==> src/rtl/rgb_stream_packer_if.sv <==
// rtl/rgb_stream_packer_if.sv - pixel input and packed 32-bit output stream bundle
interface rgb_stream_packer_if;
    logic [7:0]  r;
    logic [7:0]  g;
    logic [7:0]  b;
    logic        first;
    logic        last_x;
    logic        last_y;
    logic        valid;
    logic        ready;
    logic [31:0] out_tdata;
    logic        out_tvalid;
    logic        out_tready;
    logic        out_tuser;
    logic        out_tlast;

    // master: renderer feeding pixels plus the downstream word consumer
    modport master (
        output r, g, b, first, last_x, last_y, valid, out_tready,
        input  ready, out_tdata, out_tvalid, out_tuser, out_tlast
    );

    // slave: the packer itself
    modport slave (
        input  r, g, b, first, last_x, last_y, valid, out_tready,
        output ready, out_tdata, out_tvalid, out_tuser, out_tlast
    );
endinterface

==> src/rtl/rgb_stream_packer.sv <==
// rtl/rgb_stream_packer.sv - checks frame geometry and packs 4 RGB pixels into 3 words
module rgb_stream_packer #(
    parameter int FRAME_WIDTH      = 640,
    parameter int FRAME_HEIGHT     = 480,
    parameter int PIXEL_DATA_WIDTH = 10
) (
    input  logic                clk,
    input  logic                reset,
    rgb_stream_packer_if.slave  bus,
    output logic                frame_done,
    output logic                frame_err,
    output logic [7:0]          err_count
);
    typedef enum logic [1:0] {PH0, PH1, PH2, PH3} phase_t;

    localparam logic [PIXEL_DATA_WIDTH-1:0] X_LAST = PIXEL_DATA_WIDTH'(FRAME_WIDTH - 1);
    localparam logic [PIXEL_DATA_WIDTH-1:0] Y_LAST = PIXEL_DATA_WIDTH'(FRAME_HEIGHT - 1);
    localparam logic [PIXEL_DATA_WIDTH-1:0] XY_ONE = PIXEL_DATA_WIDTH'(1);

    phase_t                      phase, phase_next;
    logic [PIXEL_DATA_WIDTH-1:0] x, y, x_next, y_next;
    logic [23:0]                 resid, resid_next, pixel;
    logic                        grp_first, grp_first_next;
    logic                        out_eof;
    logic                        accept, exp_first, exp_lx, exp_ly;
    logic                        mismatch, resync;
    logic                        emit, word_user, word_last;
    logic [31:0]                 word;

    // Phase 0 never emits, so it may take a pixel even while the output is stalled.
    assign bus.ready = !reset && (phase == PH0 || !bus.out_tvalid || bus.out_tready);

    always_ff @(posedge clk) begin
        if (reset) begin
            phase     <= PH0;
            x         <= '0;
            y         <= '0;
            resid     <= '0;
            grp_first <= 1'b0;
        end else begin
            phase     <= phase_next;
            x         <= x_next;
            y         <= y_next;
            resid     <= resid_next;
            grp_first <= grp_first_next;
        end
    end

    always_comb begin
        pixel          = {bus.b, bus.g, bus.r};
        accept         = bus.valid && bus.ready;
        exp_first      = (x == '0) && (y == '0);
        exp_lx         = (x == X_LAST);
        exp_ly         = exp_lx && (y == Y_LAST);
        mismatch       = accept && ((bus.first != exp_first) || (bus.last_x != exp_lx) ||
                                    (bus.last_y != exp_ly));
        resync         = accept && bus.first && !exp_first;
        phase_next     = phase;
        resid_next     = resid;
        grp_first_next = grp_first;
        x_next         = x;
        y_next         = y;
        emit           = 1'b0;
        word           = '0;
        word_user      = 1'b0;
        word_last      = 1'b0;

        if (resync) begin
            // Restart the frame at this pixel; any partial group is dropped.
            phase_next     = PH1;
            resid_next     = pixel;
            grp_first_next = 1'b1;
            x_next         = XY_ONE;
            y_next         = '0;
        end else if (accept) begin
            x_next = exp_lx ? '0 : x + XY_ONE;
            if (exp_lx)
                y_next = (y == Y_LAST) ? '0 : y + XY_ONE;
            unique case (phase)
                PH0: begin
                    resid_next     = pixel;
                    grp_first_next = exp_first;
                    phase_next     = PH1;
                end
                PH1: begin
                    emit       = 1'b1;
                    word       = {pixel[7:0], resid};
                    word_user  = grp_first;
                    resid_next = {8'd0, pixel[23:8]};
                    phase_next = PH2;
                end
                PH2: begin
                    emit       = 1'b1;
                    word       = {pixel[15:0], resid[15:0]};
                    resid_next = {16'd0, pixel[23:16]};
                    phase_next = PH3;
                end
                PH3: begin
                    emit       = 1'b1;
                    word       = {pixel, resid[7:0]};
                    word_last  = exp_lx;
                    phase_next = PH0;
                end
            endcase
        end
    end

    always_ff @(posedge clk) begin
        if (reset) begin
            bus.out_tvalid <= 1'b0;
            bus.out_tdata  <= '0;
            bus.out_tuser  <= 1'b0;
            bus.out_tlast  <= 1'b0;
            out_eof        <= 1'b0;
            frame_done     <= 1'b0;
            frame_err      <= 1'b0;
            err_count      <= '0;
        end else begin
            if (emit) begin
                bus.out_tvalid <= 1'b1;
                bus.out_tdata  <= word;
                bus.out_tuser  <= word_user;
                bus.out_tlast  <= word_last;
                out_eof        <= word_last && (y == Y_LAST);
            end else if (bus.out_tready) begin
                bus.out_tvalid <= 1'b0;
            end
            frame_done <= bus.out_tvalid && bus.out_tready && out_eof;
            frame_err  <= mismatch;
            if (mismatch && err_count != 8'hFF)
                err_count <= err_count + 8'd1;
        end
    end
endmodule

==> src/flat_wrapper.sv <==
// flat-port wrapper written by rule: the top's interface ports become plain ports
module rgb_stream_packer_flat 
#(
    parameter int FRAME_WIDTH      = 640,
    parameter int FRAME_HEIGHT     = 480,
    parameter int PIXEL_DATA_WIDTH = 10
)
  (clk, reset, frame_done, frame_err, err_count, bus_r, bus_g, bus_b, bus_first, bus_last_x, bus_last_y, bus_valid, bus_out_tready, bus_ready, bus_out_tdata, bus_out_tvalid, bus_out_tuser, bus_out_tlast);
  rgb_stream_packer_if bus_i ();
  input  logic clk;
  input  logic reset;
  output logic frame_done;
  output logic frame_err;
  output logic [7:0] err_count;
  input wire logic [$bits(bus_i.r)-1:0] bus_r;
  input wire logic [$bits(bus_i.g)-1:0] bus_g;
  input wire logic [$bits(bus_i.b)-1:0] bus_b;
  input wire logic [$bits(bus_i.first)-1:0] bus_first;
  input wire logic [$bits(bus_i.last_x)-1:0] bus_last_x;
  input wire logic [$bits(bus_i.last_y)-1:0] bus_last_y;
  input wire logic [$bits(bus_i.valid)-1:0] bus_valid;
  input wire logic [$bits(bus_i.out_tready)-1:0] bus_out_tready;
  output wire logic [$bits(bus_i.ready)-1:0] bus_ready;
  output wire logic [$bits(bus_i.out_tdata)-1:0] bus_out_tdata;
  output wire logic [$bits(bus_i.out_tvalid)-1:0] bus_out_tvalid;
  output wire logic [$bits(bus_i.out_tuser)-1:0] bus_out_tuser;
  output wire logic [$bits(bus_i.out_tlast)-1:0] bus_out_tlast;
  assign bus_i.r = bus_r;
  assign bus_i.g = bus_g;
  assign bus_i.b = bus_b;
  assign bus_i.first = bus_first;
  assign bus_i.last_x = bus_last_x;
  assign bus_i.last_y = bus_last_y;
  assign bus_i.valid = bus_valid;
  assign bus_i.out_tready = bus_out_tready;
  assign bus_ready = bus_i.ready;
  assign bus_out_tdata = bus_i.out_tdata;
  assign bus_out_tvalid = bus_i.out_tvalid;
  assign bus_out_tuser = bus_i.out_tuser;
  assign bus_out_tlast = bus_i.out_tlast;
  rgb_stream_packer #(.FRAME_WIDTH(FRAME_WIDTH), .FRAME_HEIGHT(FRAME_HEIGHT), .PIXEL_DATA_WIDTH(PIXEL_DATA_WIDTH)) u_core (.clk(clk), .reset(reset), .bus(bus_i), .frame_done(frame_done), .frame_err(frame_err), .err_count(err_count));
endmodule
==> config.mk <==
export PLATFORM = sky130hd
export DESIGN_NAME = rgb_stream_packer_flat
export DESIGN_NICKNAME = d
export VERILOG_FILES = /design/src/rtl/rgb_stream_packer_if.sv /design/src/rtl/rgb_stream_packer.sv /design/src/flat_wrapper.sv
export SDC_FILE = /design/constraint.sdc
export NUM_CORES = 1
export LEC_CHECK = 0
export ABC_AREA = 1
export ABC_CLOCK_PERIOD_IN_PS = 2200
export BUFFER_PORTS_ARGS = -buffer_cell sky130_fd_sc_hd__buf_2
export CAP_MARGIN = 20
export CELL_PAD_IN_SITES_DETAIL_PLACEMENT = 1
export CELL_PAD_IN_SITES_GLOBAL_PLACEMENT = 2
export CORE_ASPECT_RATIO = 1.4
export CORE_MARGIN = 5
export CORE_UTILIZATION = 30
export CTS_CLUSTER_SIZE = 28
export DETAILED_ROUTE_END_ITERATION = 6
export GPL_ROUTABILITY_DRIVEN = 0
export GPL_TIMING_DRIVEN = 0
export HOLD_SLACK_MARGIN = 0.1
export PLACE_DENSITY = 0.81
export SLEW_MARGIN = 20
export SYNTH_ARGS = -nofsm -noshare
export SYNTH_HDL_FRONTEND = slang
export SYNTH_SLANG_ARGS = --single-unit
==> constraint.sdc <==
create_clock -name clk -period 2.2 [get_ports clk]
set_clock_uncertainty 0.2 [all_clocks]
set_input_delay 0.44 -clock clk [delete_from_list [all_inputs] [get_ports clk]]
set_output_delay 0.44 -clock clk [all_outputs]
set_load 0.02 [all_outputs]
# == Word level (Yosys, flattened, before mapping) ==
# Cells that the tools add are included.
# word_totals
ff_bits,93
in_bits,31
out_inout_bits,46
wordCells,84
# op_classes
n_addsub,3
n_eq_ne,9
n_mux,27
reduce_logical,30
# ops
op,n
one-hot mux 32 bit (3 select lines),1
one-hot mux 24 bit (3 select lines),1
two-way mux 32 bit,2
two-way mux 24 bit,2
"adder 10 x 1 -> 10 bit, second input constant",2
zero test 10 bit,2
two-way mux 10 bit,2
two-way mux 1 bit,18
logical AND 1 bit,11
"equality test 10 bit, second input constant",1
"equality test 10 x 9 -> 1 bit, second input constant",1
"adder 8 x 1 -> 8 bit, second input constant",1
"!= test 8 bit, second input constant",1
one-hot mux 2 bit (4 select lines),1
AND reduction 2 bit,3
nonzero test 2 bit,3
"equality test 2 bit, second input constant",2
logical OR 1 bit,4
nonzero test 4 bit,1
zero test 1 bit,3
!= test 1 bit,3
OR reduction 3 bit,1
"equality test 2 x 1 -> 1 bit, second input constant",1
zero test 2 bit,1
OR reduction 2 bit,1

# == Longest topological paths before layout ==
# logic_depth
word_depth,9
mapped_depth,14

# == Worst setup path after synthesis ==
# OpenSTA, ideal clock, no wires.
# synth_timing
path_kind,input to output
start,input reset
end,output bus_ready
arrival_ns,1.389
required_time_ns,1.560
setup_slack_ns,0.171
stages,6
path_cell_list,buf_2 inv_4 clkbuf_1 clkbuf_1 nand2_1 inv_1
# synth_between
elab_chain_cells,2
# synth_lines
item,line,rtl
from (decl),flat_wrapper.sv:11,input logic reset;
zero test 1 bit,rgb_stream_packer.sv:31,assign bus.ready = !reset && (phase == PH0 || !bus.out_tvalid || bus.out_tready);
logical AND 1 bit,rgb_stream_packer.sv:31,
to (decl),flat_wrapper.sv:23,output wire logic [$bits(bus_i.ready)-1:0] bus_ready;
# No other way between the ends.

# == Worst setup path in the final report ==
# layout_timing
start,register u_core.phase[1]
end,register u_core.resid[10]
# layout_between
elab_chain_cells,9
word_cells_on_any_way,15
classes_between,2 x eq/ne; 3 x mux; 10 x reduce/logical
# layout_lines
item,line,rtl
from (decl),rgb_stream_packer.sv:20,"phase_t phase, phase_next;"
from (signal assigned),rgb_stream_packer.sv:41,phase <= phase_next;
zero test 2 bit,"rgb_stream_packer.sv:31, rgb_stream_packer.sv:79",
logical OR 1 bit (2 in a row),rgb_stream_packer.sv:31,
logical AND 1 bit,rgb_stream_packer.sv:31,
logical AND 1 bit,rgb_stream_packer.sv:51,accept = bus.valid && bus.ready;
logical AND 1 bit (2 in a row),rgb_stream_packer.sv:57,resync = accept && bus.first && !exp_first;
nonzero test 4 bit (no source line) or nonzero test 2 bit (tied branches),-,
AND reduction 2 bit (no source line),-,
to (signal assigned),rgb_stream_packer.sv:44,resid <= resid_next;
to (decl),rgb_stream_packer.sv:22,"logic [23:0] resid, resid_next, pixel;"
# Parallel ways exist; a longest one is shown, timed or not. The select of a mux whose other input is x is not followed.
# A chain may end at the register's enable or synchronous reset.

==> flow_summary.ini <==
[clock_network]
hold_buffers = 0
htreeDepth = 3
clk_pin_slew_ns = 0.07
cts-root-buf = clkbuf_16
tritoncts = built
clock_sinks = 93
cts_buffers = 9
clockBufferDepth = 2
clock_latency_ns = 0.35

[place]
port-buffer-count = 75
postPlaceCellArea_um2 = 5320
dp_cells = 927
dp_hpwl_mm = 13.1

[run]
drv_cap = 0

[setup_path]
critPathLaunchType = flop
regToRegSetupSlack_ns = 0.11
worst_ep_arrival_time_ns = 2.14
crit_start = u_core.phase[1]
r2r_cells = 13
worstReg2RegEnd = u_core.resid[10]
worst-path-max-fanout = 10
critPathRequiredTime_ns = 2.24
worstSetupPathType = reg -> reg
cp-end-kind = flop
r2r_start = u_core.phase[1]

[floorplan]
fp.dieW_um = 116
initial_core_util_pct = 30.4
io_pins = 77
rows = 54
core_area_um2 = 15500
die_h_um = 158
die_area_um2 = 18300

[drt]
drt_iter0_markers = 170
ant_nets = 0
drt_first_pass_iters = 4
wirelength_mm = 16.5
wire_per_inst_um = 17.4
route.detailed.drc = 0
vias = 4792
viasPerCell = 5.04

[timing]
rsz0062_at_grt = true
hold_viol = 0
drv_slew = 0
setup_tns_ns = 0
period_needed_ns = 2.09
hold_ws_ns = 0.143
max-slew-margin-rel_pct = 59.2
max_freq_mhz = 477
setup_violations = 0
worst_pin_slew_ns = 0.611
min_period_over_period_pct = 95.2

[finish]
final_util_pct = 37.9
fillers = 1935
nets = 789
area_growth_pct = 24.6
design_area_um2 = 5860
multi_input_area_um2 = 2460
n_antenna_cell = 0
final_cells = 950
drive_gt1_share_pct = 23.9
register_area_um2 = 1870

[logic_synthesis]
syn_nets = 696
avgSynthCellArea_um2 = 7.17
ys_async_sr_fraction_pct = 0
synthCells = 656
synth_common_cells = nor2_1 (106), dfxtp_1 (93), nand2_1 (88)
netlist_area_um2 = 4700
yosys.area.top_type_share_pct = 39.6
synth_edf_count = 0
synth_top_cell_by_area = dfxtp_1
yosys.cell_count.top_type = nor2_1
yosys_warnings = 0
synth_cell_types = 42
synth-seq-cells = 93
synth-seq-area-share_pct = 39.6
synth-main-ff-cell = dfxtp_1
ys_top_cells_by_area = dfxtp_1 (40%), nor2_1 (8.5%), a21oi_1 (7.7%)

[global_routing]
grt_pass1_vias = 5048
grt_max_degree = 17
grt.total_usage_pct = 18.2
grt_pass1_wl_mm = 25.9
antenna_found_initial = 0
grt-ovfl-total = 0

[power]
ir_worst_vdd_uv = 306
p_per_area_nw_per_um2 = 749
leakagePower_uw = 0.00257

[hold_path]
hold_depth = 3
min_to = u_core.resid[20]
hp-class = in -> reg
min_from = bus_b[4]

[outcome]
outcome = finished clean
[layout by cell type (no fill, tap or decap), types with 8 or more instances in the layout]
master and count:
o21ai_0 51, buf_4 12, buf_2 80, nand2_1 87, o21ai_1 14, a21oi_1 67
o22ai_1 8, inv_1 58, o211ai_1 8, dfxtp_1 89, nor3_1 13, o221ai_1 8
nor2_1 103, nand3_1 30, clkbuf_16 9
[area by class of cell]
type | instances | area share (%)
plain buffers | 33 | 3.91
flip-flops and latches | 93 | 31.9
well taps | 196 | 4.19
repair buffers | 84 | 7.77
multi-input cells | 458 | 42.0
clock buffers | 9 | 3.84
clock inverters | 7 | 1.67
inverters | 70 | 4.74
[report_power, final]
group	switching, uW	internal, uW
Clock	719	1000
Sequential	62.6	1790
Combinational	539	280
[flip-flops by register name (all words and copies together), names as in the netlist]
register               cells
u_core.bus.out_tdata      32
u_core.out_eof             1
u_core.bus.out_tlast       1
u_core.y                  10
u_core.bus.out_tuser       1
u_core.resid              24
u_core.frame_done          1
u_core.bus.out_tvalid      1
u_core.err_count           8
u_core.x                  10
u_core.phase               2
u_core.frame_err           1
u_core.grp_first           1
[through the flow]
stage / setup slack [ns] / power [uW]
after CTS: 0.0128 / 4390
after floorplan: 0.171 / 2360
after detailed placement: -0.402 / 2640
after global routing: -0.0284 / 4570
after global placement: -0.356 / 2620
final: 0.105 / 4390
[layer usage]
layer  GRT usage (%)  share of wire (%)  vias up
li1                -                  -     2357
met1            19.1                 38     2312
met2            34.9                 55       94
met3            3.06                3.2       29
met4            7.68                3.8        0
met5               0                  0        -
[critical path, stage by stage (launching register included)]
cell     delay (ns)
dfxtp_2        0.34
inv_1          0.09
ha_2           0.18
inv_2          0.05
nand3_2        0.08
nand3_4        0.10
inv_8          0.08
nand3_2        0.12
buf_8          0.17
nand2_4        0.10
buf_8          0.14
nand2_1        0.05
a21oi_1        0.20
nor2_1         0.06
[what timing repair did]
action                                  CTS  global route
setup buffers                             1             8
pin swaps                                 2             4
endpoints found under the setup margin   61            75
gates resized for setup                  22            44
[cell families after synthesis]
group / after synthesis / share of synthesized area, %
flip-flops: 93 / 39.6
buffers and inverters: 105 / 9.69
AO/OA/AOI/OAI: 168 / 19.8
AND/OR/NAND/NOR: 275 / 27.4
adder cells (fa/ha/maj): 9 / 2.40
XOR/XNOR: 6 / 1.12
[how the worst max path moves through the flow]
stage                               to  slack, ns
6_report              u_core.resid[10]       0.11
2_1_floorplan                bus_ready       0.17
4_1_cts               u_core.resid[18]       0.01
3_3_place_gp   u_core.bus.out_tdata[3]      -0.36
5_1_grt                 u_core.out_eof      -0.03
3_5_place_dp   u_core.bus.out_tdata[3]      -0.40
Note: power is estimated with default switching activity, not from simulation.
